### src/rtl/operand_fetch_stage.sv
// Operand fetch stage: drives register-file read selects, captures read data one cycle later,
// and tracks pending destination writes so RAW/WAW hazards stall until writeback retires them.
module operand_fetch_stage #(
  parameter int DATA_WIDTH  = 32,
  parameter int NUM_REGS    = 16,
  parameter int SEL_WIDTH   = 4,
  parameter int INSTR_WIDTH = 32
) (
  input  logic                   clk,
  input  logic                   rst_n,
  input  logic                   flush,
  input  logic                   in_valid,
  output logic                   in_ready,
  input  logic [SEL_WIDTH-1:0]   in_sel_ra,
  input  logic [SEL_WIDTH-1:0]   in_sel_rb,
  input  logic [SEL_WIDTH-1:0]   in_sel_rc,
  input  logic [2:0]             in_uses,
  input  logic [SEL_WIDTH-1:0]   in_dest_sel,
  input  logic                   in_dest_en,
  input  logic [INSTR_WIDTH-1:0] in_instr,
  output logic [SEL_WIDTH-1:0]   rf_read_sel_ra,
  output logic [SEL_WIDTH-1:0]   rf_read_sel_rb,
  output logic [SEL_WIDTH-1:0]   rf_read_sel_rc,
  input  logic [DATA_WIDTH-1:0]  rf_read_data_ra,
  input  logic [DATA_WIDTH-1:0]  rf_read_data_rb,
  input  logic [DATA_WIDTH-1:0]  rf_read_data_rc,
  input  logic                   wb_en,
  input  logic [SEL_WIDTH-1:0]   wb_sel,
  output logic                   out_valid,
  input  logic                   out_ready,
  output logic [DATA_WIDTH-1:0]  out_data_ra,
  output logic [DATA_WIDTH-1:0]  out_data_rb,
  output logic [DATA_WIDTH-1:0]  out_data_rc,
  output logic [INSTR_WIDTH-1:0] out_instr,
  output logic [SEL_WIDTH-1:0]   out_dest_sel,
  output logic                   out_dest_en
);

  localparam logic [1:0] ST_EMPTY = 2'd0;
  localparam logic [1:0] ST_FETCH = 2'd1;
  localparam logic [1:0] ST_FULL  = 2'd2;

  logic [1:0]             state_q, state_d;
  logic [NUM_REGS-1:0]    sb_q, sb_d;
  logic [2:0]             mask_q, mask_d;
  logic [INSTR_WIDTH-1:0] hold_instr_q, hold_instr_d;
  logic [SEL_WIDTH-1:0]   hold_dest_sel_q, hold_dest_sel_d;
  logic                   hold_dest_en_q, hold_dest_en_d;
  logic                   out_valid_q, out_valid_d;
  logic [DATA_WIDTH-1:0]  out_data_ra_q, out_data_ra_d;
  logic [DATA_WIDTH-1:0]  out_data_rb_q, out_data_rb_d;
  logic [DATA_WIDTH-1:0]  out_data_rc_q, out_data_rc_d;
  logic [INSTR_WIDTH-1:0] out_instr_q, out_instr_d;
  logic [SEL_WIDTH-1:0]   out_dest_sel_q, out_dest_sel_d;
  logic                   out_dest_en_q, out_dest_en_d;

  logic [NUM_REGS-1:0]    clr, set, pend;
  logic [SEL_WIDTH-1:0]   src_sel [3];
  logic                   hazard, can_accept, accept;

  assign src_sel[0] = in_sel_ra;
  assign src_sel[1] = in_sel_rb;
  assign src_sel[2] = in_sel_rc;

  assign rf_read_sel_ra = in_sel_ra;
  assign rf_read_sel_rb = in_sel_rb;
  assign rf_read_sel_rc = in_sel_rc;

  // A retiring write is removed from the pending view before the hazard check; the
  // register file bypass supplies that value, so the consumer need not wait.
  always_comb begin
    // NOTE: every signal gets a default first so no path leaves it unassigned (no latch).
    clr    = '0;
    set    = '0;
    hazard = 1'b0;
    mask_d = mask_q;
    if (wb_en && (wb_sel != '0)) clr[wb_sel] = 1'b1;
    pend = sb_q & ~clr;
    for (int i = 0; i < 3; i++) begin
      if (in_uses[i] && (src_sel[i] != '0) && pend[src_sel[i]]) hazard = 1'b1;
    end
    if (in_dest_en && (in_dest_sel != '0) && pend[in_dest_sel]) hazard = 1'b1;
    can_accept = ((state_q == ST_EMPTY) || ((state_q == ST_FULL) && out_ready))
                 && !hazard && !flush;
    accept = in_valid && in_ready;
    if (accept) begin
      if (in_dest_en && (in_dest_sel != '0)) set[in_dest_sel] = 1'b1;
      for (int i = 0; i < 3; i++) mask_d[i] = in_uses[i] && (src_sel[i] != '0);
    end
  end

  assign in_ready = rst_n && can_accept;

  always_comb begin
    state_d         = state_q;
    sb_d            = (sb_q & ~clr) | set;
    hold_instr_d    = hold_instr_q;
    hold_dest_sel_d = hold_dest_sel_q;
    hold_dest_en_d  = hold_dest_en_q;
    out_valid_d     = out_valid_q;
    out_data_ra_d   = out_data_ra_q;
    out_data_rb_d   = out_data_rb_q;
    out_data_rc_d   = out_data_rc_q;
    out_instr_d     = out_instr_q;
    out_dest_sel_d  = out_dest_sel_q;
    out_dest_en_d   = out_dest_en_q;

    if (accept) begin
      hold_instr_d    = in_instr;
      hold_dest_sel_d = in_dest_sel;
      hold_dest_en_d  = in_dest_en;
    end

    if (flush) begin
      state_d     = ST_EMPTY;
      out_valid_d = 1'b0;
      sb_d        = '0;
    end else begin
      case (state_q)
        ST_EMPTY: if (accept) state_d = ST_FETCH;
        ST_FETCH: begin
          state_d        = ST_FULL;
          out_valid_d    = 1'b1;
          out_data_ra_d  = mask_q[0] ? rf_read_data_ra : '0;
          out_data_rb_d  = mask_q[1] ? rf_read_data_rb : '0;
          out_data_rc_d  = mask_q[2] ? rf_read_data_rc : '0;
          out_instr_d    = hold_instr_q;
          out_dest_sel_d = hold_dest_sel_q;
          out_dest_en_d  = hold_dest_en_q;
        end
        ST_FULL: begin
          if (out_ready) begin
            out_valid_d = 1'b0;
            state_d     = accept ? ST_FETCH : ST_EMPTY;
          end
        end
        default: begin
          state_d     = ST_EMPTY;
          out_valid_d = 1'b0;
        end
      endcase
    end
  end

  // NOTE: sequential state uses non-blocking assignments so every flop samples pre-edge values.
  always_ff @(posedge clk) begin
    if (!rst_n) begin
      state_q         <= ST_EMPTY;
      sb_q            <= '0;
      mask_q          <= '0;
      hold_instr_q    <= '0;
      hold_dest_sel_q <= '0;
      hold_dest_en_q  <= 1'b0;
      out_valid_q     <= 1'b0;
      out_data_ra_q   <= '0;
      out_data_rb_q   <= '0;
      out_data_rc_q   <= '0;
      out_instr_q     <= '0;
      out_dest_sel_q  <= '0;
      out_dest_en_q   <= 1'b0;
    end else begin
      state_q         <= state_d;
      sb_q            <= sb_d;
      mask_q          <= mask_d;
      hold_instr_q    <= hold_instr_d;
      hold_dest_sel_q <= hold_dest_sel_d;
      hold_dest_en_q  <= hold_dest_en_d;
      out_valid_q     <= out_valid_d;
      out_data_ra_q   <= out_data_ra_d;
      out_data_rb_q   <= out_data_rb_d;
      out_data_rc_q   <= out_data_rc_d;
      out_instr_q     <= out_instr_d;
      out_dest_sel_q  <= out_dest_sel_d;
      out_dest_en_q   <= out_dest_en_d;
    end
  end

  assign out_valid    = out_valid_q;
  assign out_data_ra  = out_data_ra_q;
  assign out_data_rb  = out_data_rb_q;
  assign out_data_rc  = out_data_rc_q;
  assign out_instr    = out_instr_q;
  assign out_dest_sel = out_dest_sel_q;
  assign out_dest_en  = out_dest_en_q;

endmodule
### config.mk
export PLATFORM = sky130hd
export DESIGN_NAME = operand_fetch_stage
export DESIGN_NICKNAME = d
export VERILOG_FILES = /design/src/rtl/operand_fetch_stage.sv
export SDC_FILE = /design/constraint.sdc
export NUM_CORES = 1
export LEC_CHECK = 0
export BUFFER_PORTS_ARGS = -buffer_cell sky130_fd_sc_hd__buf_2
export CAP_MARGIN = 20
export CORE_ASPECT_RATIO = 1.75
export CORE_MARGIN = 1.5
export CORE_UTILIZATION = 53
export DETAILED_ROUTE_END_ITERATION = 6
export PLACE_DENSITY = 0.86
export SLEW_MARGIN = 20
export SYNTH_ARGS = -nofsm -noshare
export SYNTH_HDL_FRONTEND = slang
export SYNTH_SLANG_ARGS = --single-unit
### constraint.sdc
create_clock -name clk -period 3.47 [get_ports clk]
set_input_delay 0.5205 -clock clk [delete_from_list [all_inputs] [get_ports clk]]
set_output_delay 0.5205 -clock clk [all_outputs]
set_load 0.02 [all_outputs]
== Yosys cells after proc, flatten, opt, wreduce, memory -nomap -nowiden ==
Index checks and enable logic that the tools add are counted.

* Register bits: 192
* Output and inout bits: 147
* Logic and storage cells: 87
* Bits of input ports: 158

* Multiplexer cells: 28
* $lt $le $gt $ge: 7
* Bitwise logic cells: 6
* Reduce and logical (&&, ||, !) cells: 29
* Equality and inequality tests: 4

{| class="wikitable"
|+ Operators by type and width
! cell !! count
|-
| $mux 32 || 3
|-
| $mux 16 || 3
|-
| $lt 4x5->1 const B || 5
|-
| $reduce_bool 4->1 || 5
|-
| $and 16x16->16 || 1
|-
| $bmux 1 s4 || 4
|-
| $logic_and 1x1->1 || 16
|-
| $not 16->16 || 1
|-
| $or 16x16->16 || 1
|-
| $mux 1 || 12
|-
| $demux 1 s4 || 2
|-
| $ge 4x1->1 const B || 2
|-
| $pmux 2 s3 || 1
|-
| $reduce_and 2->1 || 3
|-
| $mux 2 || 2
|-
| $ne 2x2->1 const B || 2
|-
| $not 1->1 || 3
|-
| $pmux 1 s3 || 1
|-
| $eq 2x1->1 const B || 1
|-
| $eq 2x2->1 const B || 1
|-
| $logic_not 1->1 || 2
|-
| $logic_not 2->1 || 1
|-
| $reduce_or 2->1 || 1
|-
| $logic_or 1x1->1 || 1
|}

== Depth between registers and ports, before layout ==
Gate-level depths: netlist of the first run.

* Depth after elaboration: 22
* Gate-level depth with buffers: 10
* Mapped depth without buffers: 7

== Worst setup path after synthesis of the first run ==
Ideal clock, no wire load.

* Path kind: input -> output
* Start point: in wb_sel[3]
* End point: out in_ready
* Stages: 7
* Slack: 963 ps
* Data arrival time: 1986 ps
* Path buffers: 1
* Path through: or3b_1 > buf_2 > o21ai_4 > mux2i_1 > a221o_1 > a21oi_1 > and4_1

* Longest elaborated chain between the ends: 18
* Elaborated cells on any way between the ends: 30
* Those cells by class: order compare (2); mux (15); bitwise (2); reduce/logical (11)

{| class="wikitable"
|+ Ends and longest elaborated chain
! element !! line !! RTL
|-
| start: declaration || 28 || <nowiki>input logic [SEL_WIDTH-1:0] wb_sel,</nowiki>
|-
| $lt 4x5->1 (not written as such) / $ge 4x1->1 (equally long branches) || 77 || <nowiki>if (wb_en && (wb_sel != '0)) clr[wb_sel] = 1'b1;</nowiki>
|-
| $logic_and 1x1->1 (not written as such) || 77 ||
|-
| $mux 1 (not written as such) || 77 ||
|-
| $demux 1 s4 || 77 ||
|-
| $mux 16 (*) || 77 ||
|-
| $not 16->16 (*) || 78 || <nowiki>pend = sb_q & ~clr;</nowiki>
|-
| $and 16x16->16 (*) || 78 ||
|-
| $bmux 1 s4 || 80 || <nowiki>if (in_uses[i] && (src_sel[i] != '0) && pend[src_sel[i]]) hazard = 1'b1;</nowiki>
|-
| $mux 1 (not written as such) || 80 ||
|-
| $logic_and 1x1->1 || 80 ||
|-
| $mux 1 (3 in a row) || 80 ||
|-
| $mux 1 (*) || 82 || <nowiki>if (in_dest_en && (in_dest_sel != '0) && pend[in_dest_sel]) hazard = 1'b1;</nowiki>
|-
| $logic_not 1->1 (*) || 84 || <nowiki>&& !hazard && !flush;</nowiki>
|-
| $logic_and 1x1->1 (*) (2 in a row) || 84 ||
|-
| $logic_and 1x1->1 (*) || 92 || <nowiki>assign in_ready = rst_n && can_accept;</nowiki>
|-
| end: declaration || 13 || <nowiki>output logic in_ready,</nowiki>
|}

Mark *: on every way between the ends. The rest lies on a longest branch, timed or not. The select of a mux whose other input is x is not followed.

== Final worst setup path of the first run ==
* Start point: in wb_sel[2]
* End point: out in_ready

The elaborated chain is that of the path after synthesis.

==> results of run 1 <==
==> worst min-delay path by stage <==
stage                                          endpoint  slack (ps)  cells after the start
after floorplan            hold_instr_q[0]$_SDFFE_PN0P_         440                      2
after global placement    hold_instr_q[12]$_SDFFE_PN0P_         440                      2
after detailed placement   out_data_ra[29]$_SDFFE_PN0P_         450                      2
after CTS                  hold_instr_q[8]$_SDFFE_PN0P_         300                      3
after global routing       hold_instr_q[3]$_SDFFE_PN0P_         330                      3
final                      hold_instr_q[8]$_SDFFE_PN0P_         320                      3
==> layout make-up <==
| cell class | instances | area [sq um] | area share [%] |
|---|---|---|---|
| diodes | 4 | 10.0 | 0.0968 |
| clock buffers | 19 | 433 | 4.19 |
| clock inverters | 13 | 148 | 1.43 |
| inverters | 45 | 169 | 1.63 |
| multi-input cells | 651 | 3840 | 37.1 |
| flip-flops and latches | 192 | 3840 | 37.2 |
| well taps | 186 | 233 | 2.25 |
| repair buffers | 319 | 1660 | 16.1 |
==> through the flow <==
step / hold WS (ps) / power, mW / worst slack, ps / std cells
2_1_floorplan: 438 / 2.57 / 963 / 987
3_3_place_gp: 444 / 2.73 / 445 / 1393
3_5_place_dp: 452 / 2.73 / 459 / 1393
4_1_cts: 305 / 4.61 / 477 / 1425
5_1_grt: 326 / 4.75 / 244 / 1428
6_report: 321 / 4.59 / 443 / 1429
==> cells in the mapped netlist (all sizes together), types with 4 or more instances <==
master,instances
nor3,5
o2111ai,12
nand2,226
o211ai,20
dfxtp,192
o21ai,19
nor2,11
a21boi,133
nor2b,7
inv,45
o22ai,15
a211oi,4
clkbuf,74
a21oi,6
buf,25
mux2i,46
nand4,5
nand2b,7
nand3,104
==> power by group through the flow <==
stage / logic, mW / clock network, mW / registers, mW
CTS: 0.404 / 1.93 / 2.28
floorplan: 0.247 / 0 / 2.32
finish: 0.405 / 1.90 / 2.28
global route: 0.439 / 2.02 / 2.28
detailed placement: 0.403 / 0 / 2.33
global placement: 0.399 / 0 / 2.33
==> per-layer routing <==
layer / global-route usage (%) / routed length (microns) / share of wire (%) / vias to the layer above
met1: 32.8 / 9260 / 36 / 3787
met3: 5.16 / 1280 / 5.0 / 97
met4: 19.4 / 1570 / 6.2 / 0
met5: 0 / 0 / 0 / -
li1: - / - / - / 3845
met2: 54.5 / 13400 / 53 / 330
==> cells in the final DEF (no fill, tap or decap), drive strengths merged, types with 2 or more instances in the layout <==
cell type,count
a211oi,4
a21boi,133
a21oi,6
buf,319
clkbuf,19
clkinv,6
dfxtp,192
diode,4
inv,51
mux2i,46
mux4,2
nand2,226
nand2b,7
nand3,104
nand3b,2
nand4,5
nor2,11
nor2b,7
nor3,5
nor4,2
o2111a,2
o2111ai,12
o211a,2
o211ai,20
o21ai,19
o22ai,15
o311ai,2
o41ai,2
or2,2
==> tightest hold or removal path: cells and delay by family <==
kind | cells | cell delay [ps]
muxes | 1 | 50
buffers and inverters | 2 | 130
==> state kept, by name, indices dropped and copies added (netlist names), 2 cells and up <==
signal / cells
hold_dest_sel_q: 4
hold_instr_q: 32
state_q: 2
out_data_rc: 32
out_instr: 32
sb_q: 16
out_dest_sel: 4
out_data_ra: 32
out_data_rb: 32
mask_q: 3
==> cell families after synthesis <==
group / synth area share [%]
AND/OR/NAND/NOR: 19.5
flip-flops: 46.4
AO/OA/AOI/OAI: 20.4
buffers and inverters: 7.47
multiplexers: 6.23
==> impl_metrics.json, run 1 <==
{
  "synth_top_area_cell": "dfxtp_1",
  "crit_fanout": 12,
  "avgViaCountPerCell": 5.64,
  "cp_data_arrival_time_ps": 2510,
  "maxSlewViolCount": 0,
  "hold_start": "in_instr[8]",
  "ys_seq_area_share_pct": 46.4,
  "dpl.hpwl_microns": 18400,
  "placementRows": 60,
  "final.period_utilization_pct": 87.2,
  "cp_num_buf_inv": 2,
  "die_h_microns": 168,
  "grt_pass1_vias": 7809,
  "cts.clk_slew.worst_paths_ps": 80,
  "startpoint": "wb_sel[2]",
  "reg2reg_slack_ps": 1090,
  "finalHoldViolCount": 0,
  "synth_seq_cells": 192,
  "r2r-start": "sb_q[14]$_SDFF_PP0_",
  "finalCriticalPeriod_ps": 3030,
  "synthToLayoutAreaGrowth_pct": 24.7,
  "crit_top_cell": "buf_2",
  "final.setup_skew_ps": 12.3,
  "clock-sinks": 192,
  "grt_first_pass_wirelength_microns": 40000,
  "drc": 0,
  "yosysWarnings": 0,
  "ctsResizeCount": 0,
  "track_usage_pct": 30.4,
  "tightest_slew_ps": 942,
  "coreArea_sq_um": 15300,
  "yosys_most_used_dff": "dfxtp_1",
  "post-cts-setup-buffers": 0,
  "seq_power_share_pct": 49.7,
  "numCtsBuffers": 17,
  "required_ps": 2950,
  "synth_cell_types": 50,
  "crit_end": "in_ready",
  "io_pins": 305,
  "synthTopCellsByArea": "dfxtp_1, a21boi_0, nand2_1",
  "fillerInstances": 1328,
  "path_cells": "buf_2 -> nand3_1 -> o21ai_0 -> mux4_2 -> a211oi_1 -> a31oi_1 -> and4_1 -> buf_2",
  "crit_cells": 8,
  "switching_share_pct": 26.5,
  "cts_tree": "done",
  "cts_root_buffer": "clkbuf_16",
  "dpl-instance-area_sq_um": 9740,
  "switchingPower_mw": 1.21,
  "h-tree-depth": 4,
  "r2r_cells": 7,
  "startpoint_type": "primary input",
  "pwr-share-comb_pct": 8.8,
  "synthArstFlopShare_pct": 0,
  "synth_edf_count": 0,
  "wl_microns": 25500,
  "gp_congestion": 0.923,
  "max_freq_ghz": 0.330,
  "synth_top_area_share_pct": 46.4,
  "synth.cell_area_sq_um": 8290,
  "crit_type": "in -> out",
  "fin_setup_tns_ps": 0,
  "setup-violations-final": 0,
  "intPower_mw": 3.37,
  "detail_route.iter0.violations": 436,
  "die_area_sq_um": 16400,
  "stdcell_area_sq_um": 10300,
  "leakagePower_nw": 4.59,
  "clock_latency_ps": 420,
  "vias": 8059,
  "nets": 1384,
  "power_frac_clock_pct": 41.5,
  "relSlewSlack_pct": 37.2,
  "clockBufferDepth": 2,
  "drt_pass1_iterations": 5,
  "die_w_microns": 97.5,
  "synth_nets": 1145,
  "drive_gt1_share_pct": 28.9,
  "peakVddDrop_uv": 314,
  "initial_core_util_pct": 54.1,
  "end_kind": "output pin",
  "max_stage_delay_ps": 530,
  "grt_antenna_before_repair": 3,
  "worstReg2RegEnd": "hold_instr_q[14]$_SDFFE_PN0P_",
  "hold_path.class": "in -> reg",
  "ant_nets": 0,
  "critPathTopFamily": "compound AO/OA/AOI/OAI gates",
  "pwr_density_cell_nw_per_um2": 444,
  "utilization_pct": 67.5,
  "status": "complete, no violations",
  "grt_max_degree": 134,
  "syn_inst": 987,
  "port-buffer-count": 304,
  "syn_area_per_cell_sq_um": 8.40,
  "rsz0062_at_grt": "false",
  "gr-total-overflow": 0,
  "cap_violations": 0,
  "holdBufCountCts": 0,
  "wl_per_cell_microns": 17.9,
  "cp_slowest_cell": "mux4_2"
}
Power figures use the tool's default switching activity.
==> inputs of run 2 (changes only) <==
--- a/config.mk
+++ b/config.mk
@@ -9,9 +9,9 @@
 export CAP_MARGIN = 20
 export CORE_ASPECT_RATIO = 1.75
 export CORE_MARGIN = 1.5
-export CORE_UTILIZATION = 53
+export CORE_UTILIZATION = 35
 export DETAILED_ROUTE_END_ITERATION = 6
-export PLACE_DENSITY = 0.86
+export PLACE_DENSITY = 0.61
 export SLEW_MARGIN = 20
 export SYNTH_ARGS = -nofsm -noshare
 export SYNTH_HDL_FRONTEND = slang
==> run 2 against run 1 <==
  * Non-clock buffer count fell by 2
  * Global-route usage down 9.8 points
  * Design area up 1.4%
  * Via count is 3.5% lower
  * Worst hold slack got worse by 19 ps
  * Highest routed layer is now met5
  * Power rose by 2.0%
  * Critical endpoint unchanged
==> impl_metrics.json, run 2 (synthesis results as in run 1) <==
{
  "final.setup_skew_ps": 10.1,
  "hold_depth": 3,
  "cts.clk_slew.worst_paths_ps": 70,
  "final.period_utilization_pct": 90.0,
  "peakVddDrop_uv": 284,
  "final_cell_mix": "buf_2, nand2_1, dfxtp_1",
  "holdBufCountCts": 0,
  "clockBufferDepth": 2,
  "cp_data_arrival_time_ps": 2600,
  "gr-total-overflow": 0,
  "gp_congestion": 0.895,
  "cts_tree": "done",
  "rsz0062_at_grt": "false",
  "numCtsBuffers": 17,
  "grt_first_pass_wirelength_microns": 39400,
  "avgViaCountPerCell": 5.04,
  "cap_violations": 0,
  "die_area_sq_um": 24700,
  "setup-violations-final": 0,
  "cts_root_buffer": "clkbuf_16",
  "cp_slowest_cell": "o21ai_0",
  "status": "complete, no violations",
  "synthToLayoutAreaGrowth_pct": 26.4,
  "die_h_microns": 207,
  "placementRows": 74,
  "dp_cells": 1509,
  "port-buffer-count": 304,
  "tightest_slew_ps": 871,
  "stdcell_area_sq_um": 10500,
  "crit_top_cell": "buf_2",
  "h-tree-depth": 4,
  "detail_route.iter0.violations": 415,
  "leakagePower_nw": 4.59,
  "initial_core_util_pct": 35.5,
  "relSlewSlack_pct": 41.9,
  "layout_commonest_cell": "buf_2",
  "wl_microns": 25900,
  "holdWs_ps": 302,
  "grt_antenna_before_repair": 5,
  "io_pins": 305,
  "finalCriticalPeriod_ps": 3120,
  "total_power_mw": 4.68,
  "drt_pass1_iterations": 5,
  "track_usage_pct": 20.6,
  "ctsResizeCount": 0,
  "ant_nets": 0,
  "path_cells": "buf_2 -> nand3_1 -> o21ai_0 -> mux4_2 -> a211oi_1 -> a31oi_1 -> and4_1 -> buf_2",
  "grt_pass1_vias": 7218,
  "finalHoldViolCount": 0,
  "grt_max_degree": 93,
  "die_w_microns": 119,
  "crit_fanout": 12,
  "maxSlewViolCount": 0,
  "max_stage_delay_ps": 550,
  "clock-sinks": 192,
  "wl_per_cell_microns": 16.8,
  "coreArea_sq_um": 23300,
  "clock_latency_ps": 450,
  "required_ps": 2950,
  "end_kind": "output pin",
  "dpl-instance-area_sq_um": 9890,
  "startpoint_type": "primary input",
  "crit_type": "in -> out",
  "vias": 7774,
  "post-cts-setup-buffers": 0,
  "fin_setup_tns_ps": 0,
  "r2r_cells": 7,
  "dpl.hpwl_microns": 18300,
  "nets": 1382,
  "pwr_density_cell_nw_per_um2": 447,
  "drc": 0,
  "max_freq_ghz": 0.320,
  "drive_gt1_share_pct": 28.5,
  "hold_path.class": "in -> reg",
  "stdcell_count": 1541
}
run 2: path summary, 6_finish.rpt:
kind                            slack [ps]                            end                         start
worst min register to register         460   out_data_rc[30]$_SDFFE_PN0P_  out_data_rc[30]$_SDFFE_PN0P_
worst max-delay path                   350                       in_ready                         wb_en
worst max register to register        1040  hold_instr_q[28]$_SDFFE_PN0P_           sb_q[15]$_SDFF_PP0_
worst min-delay path                   300   hold_instr_q[3]$_SDFFE_PN0P_                   in_instr[3]
run 2: metrics by stage:
| step | setup slack, ps | utilization, % |
|---|---|---|
| floorplan | 963 | - |
| global placement | 389 | 42.4 |
| detailed placement | 382 | 42.4 |
| CTS | 387 | 44.9 |
| global route | 200 | 44.9 |
| finish | 347 | 44.9 |
run 2: per-layer routing:
metal / track usage (%) / routed length, microns / vias to the layer above
li1: - / - / 3831
met1: 22.9 / 10200 / 3632
met2: 36.8 / 13500 / 253
met3: 4.40 / 1220 / 56
met4: 10.9 / 988 / 2
met5: 0 / 11 / -
run 2: worst max-delay path, delay by kind of cell:
kind	cells	cell delay [ps]
multiplexers	1	320
AND/OR/NAND/NOR	2	600
buffers and inverters	2	270
AO/OA/AOI/OAI	3	880
run 2: power by group:
group / switching, mW / internal [mW] / leakage (nW)
Combinational: 0.241 / 0.165 / 2.76
Clock: 0.834 / 1.16 / 0.276
Sequential: 0.0339 / 2.25 / 1.55
Total: 1.11 / 3.57 / 4.59
run 2: final cells by class:
type                       count  area [sq um]
multi-input combinational    651          3840
inverter                      45           169
sequential                   192          3850
tap                          304           380
fill                        2409         12900
clock buffer                  23           468
clock inverter                 5           106
antenna                        4          10.0
timing repair buffer         317          1660
==> inputs of run 3 (changes only) <==
==> constraint.sdc (replaced) <==
create_clock -name clk -period 3.47 [get_ports clk]
set_input_delay 0.347 -clock clk [delete_from_list [all_inputs] [get_ports clk]]
set_output_delay 0.347 -clock clk [all_outputs]
set_load 0.02 [all_outputs]
==> run 3 against run 2 <==
  * Largest power group unchanged
  * Worst setup slack improved by 350 ps
  * Maximum frequency is 12% higher
  * Critical path depth unchanged
  * Routed wire length rose by 2.1%
  * Critical path type unchanged
  * Sequential share of layout area increased by 0.085 points
  * Highest routed layer unchanged
  * Cell count is 0.32% higher
  * Worst hold slack got worse by 170 ps
  * Design area decreased by 0.26%
  * Count of clock-buffer cells in the layout decreased by 5
==> impl_metrics.json, run 3 (synthesis results as in run 1) <==
{
  "status": "complete, no violations",
  "min_to": "hold_instr_q[4]$_SDFFE_PN0P_",
  "finalCriticalPeriod_ps": 2780,
  "clock_latency_ps": 450,
  "worstReg2RegEnd": "hold_instr_q[16]$_SDFFE_PN0P_",
  "cp_slowest_cell": "o21ai_0",
  "max_freq_ghz": 0.360,
  "finalHoldViolCount": 0,
  "detail_route.iter0.violations": 448,
  "hold_path.class": "in -> reg",
  "tightest_slew_ps": 737,
  "relSlewSlack_pct": 50.5,
  "gr-total-overflow": 0,
  "die_area_sq_um": 24700,
  "coreArea_sq_um": 23300,
  "cap_violations": 0,
  "crit_fanout": 12,
  "hold_start": "in_instr[4]",
  "holdWs_ps": 132,
  "final.period_utilization_pct": 80.0,
  "final_cell_mix": "buf_2, nand2_1, dfxtp_1",
  "cts.clk_slew.worst_paths_ps": 70,
  "ctsResizeCount": 0,
  "ant_nets": 0,
  "placementRows": 74,
  "rsz0062_at_grt": "false",
  "r2r-start": "sb_q[7]$_SDFF_PP0_",
  "max_stage_delay_ps": 550,
  "total_power_mw": 4.54,
  "r2r_cells": 7,
  "required_ps": 3120,
  "dpl.hpwl_microns": 18800,
  "grt_antenna_before_repair": 7,
  "startpoint": "wb_en",
  "utilization_pct": 44.8,
  "wl_per_cell_microns": 17.1,
  "holdBufCountCts": 0,
  "layout_commonest_cell": "buf_2",
  "die_w_microns": 119,
  "path_cells": "buf_2 -> nand3_1 -> o21ai_0 -> mux4_2 -> a211oi_1 -> a31oi_1 -> and4_1 -> buf_2",
  "final.setup_skew_ps": 9.55,
  "io_pins": 305,
  "port-buffer-count": 304,
  "fin_setup_tns_ps": 0,
  "pwr_density_cell_nw_per_um2": 434,
  "peakVddDrop_uv": 275,
  "clockBufferDepth": 2,
  "cp_data_arrival_time_ps": 2430,
  "grt_max_degree": 91,
  "wl_microns": 26500,
  "clock-sinks": 192,
  "setup-violations-final": 0,
  "grt_first_pass_wirelength_microns": 40100,
  "drc": 0,
  "h-tree-depth": 4,
  "drive_gt1_share_pct": 28.9,
  "avgViaCountPerCell": 5.05,
  "vias": 7806,
  "track_usage_pct": 21.1,
  "cts_tree": "done",
  "reg2reg_slack_ps": 1040,
  "nets": 1381,
  "maxSlewViolCount": 0,
  "post-cts-setup-buffers": 0,
  "drt_pass1_iterations": 5,
  "initial_core_util_pct": 35.5,
  "stdcell_count": 1546,
  "hold_depth": 3,
  "crit_type": "in -> out",
  "gp_congestion": 0.874,
  "cts_root_buffer": "clkbuf_16",
  "crit_top_cell": "buf_2",
  "die_h_microns": 207,
  "synthToLayoutAreaGrowth_pct": 26.0,
  "startpoint_type": "primary input",
  "leakagePower_nw": 4.57,
  "grt_pass1_vias": 7209,
  "dp_cells": 1508,
  "numCtsBuffers": 17,
  "end_kind": "output pin"
}
[run 3: cell type report]
type | instances | area, sq um
Antenna cell | 6 | 15.0
Clock inverter | 14 | 111
Inverter | 45 | 169
Tap cell | 304 | 380
Fill cell | 2391 | 12900
Clock buffer | 18 | 439
Sequential cell | 192 | 3840
Timing Repair Buffer | 316 | 1650
Multi-Input combinational cell | 651 | 3840
[run 3: layer usage]
| metal | track usage, % | routed length [microns] |
|---|---|---|
| met5 | 0 | 11 |
| met4 | 13.8 | 1400 |
| met1 | 23.1 | 10200 |
| met3 | 5.08 | 1340 |
| met2 | 36.6 | 13600 |
[run 3: report_power, final]
group | total (mW) | internal [mW] | switching (mW)
Combinational | 0.413 | 0.164 | 0.248
Sequential | 2.27 | 2.25 | 0.0291
Clock | 1.85 | 0.944 | 0.909
[run 3: metrics by stage]
stage / area (sq um) / setup slack [ps]
finish: 10400 / 693
detailed placement: 9880 / 594
global route: 10400 / 523
global placement: 9880 / 621
CTS: 10400 / 698
floorplan: 8290 / 1160
[run 3: worst max path at each step]
stage	slack, ps	end	cells after the start
final	690	in_ready	8
after global placement	620	hold_instr_q[26]$_SDFFE_PN0P_	9
after detailed placement	590	hold_instr_q[23]$_SDFFE_PN0P_	9
after floorplan	1160	mask_q[2]$_SDFFE_PN0P_	10
after global routing	520	in_ready	8
after CTS	700	in_ready	8
[run 3: critical path: cells and delay by family]
family	cells	cell delay (ps)
muxes	1	330
AOI/OAI and AO/OA	3	900
and+or+nand+nor	2	580
buffers and inverters	2	260
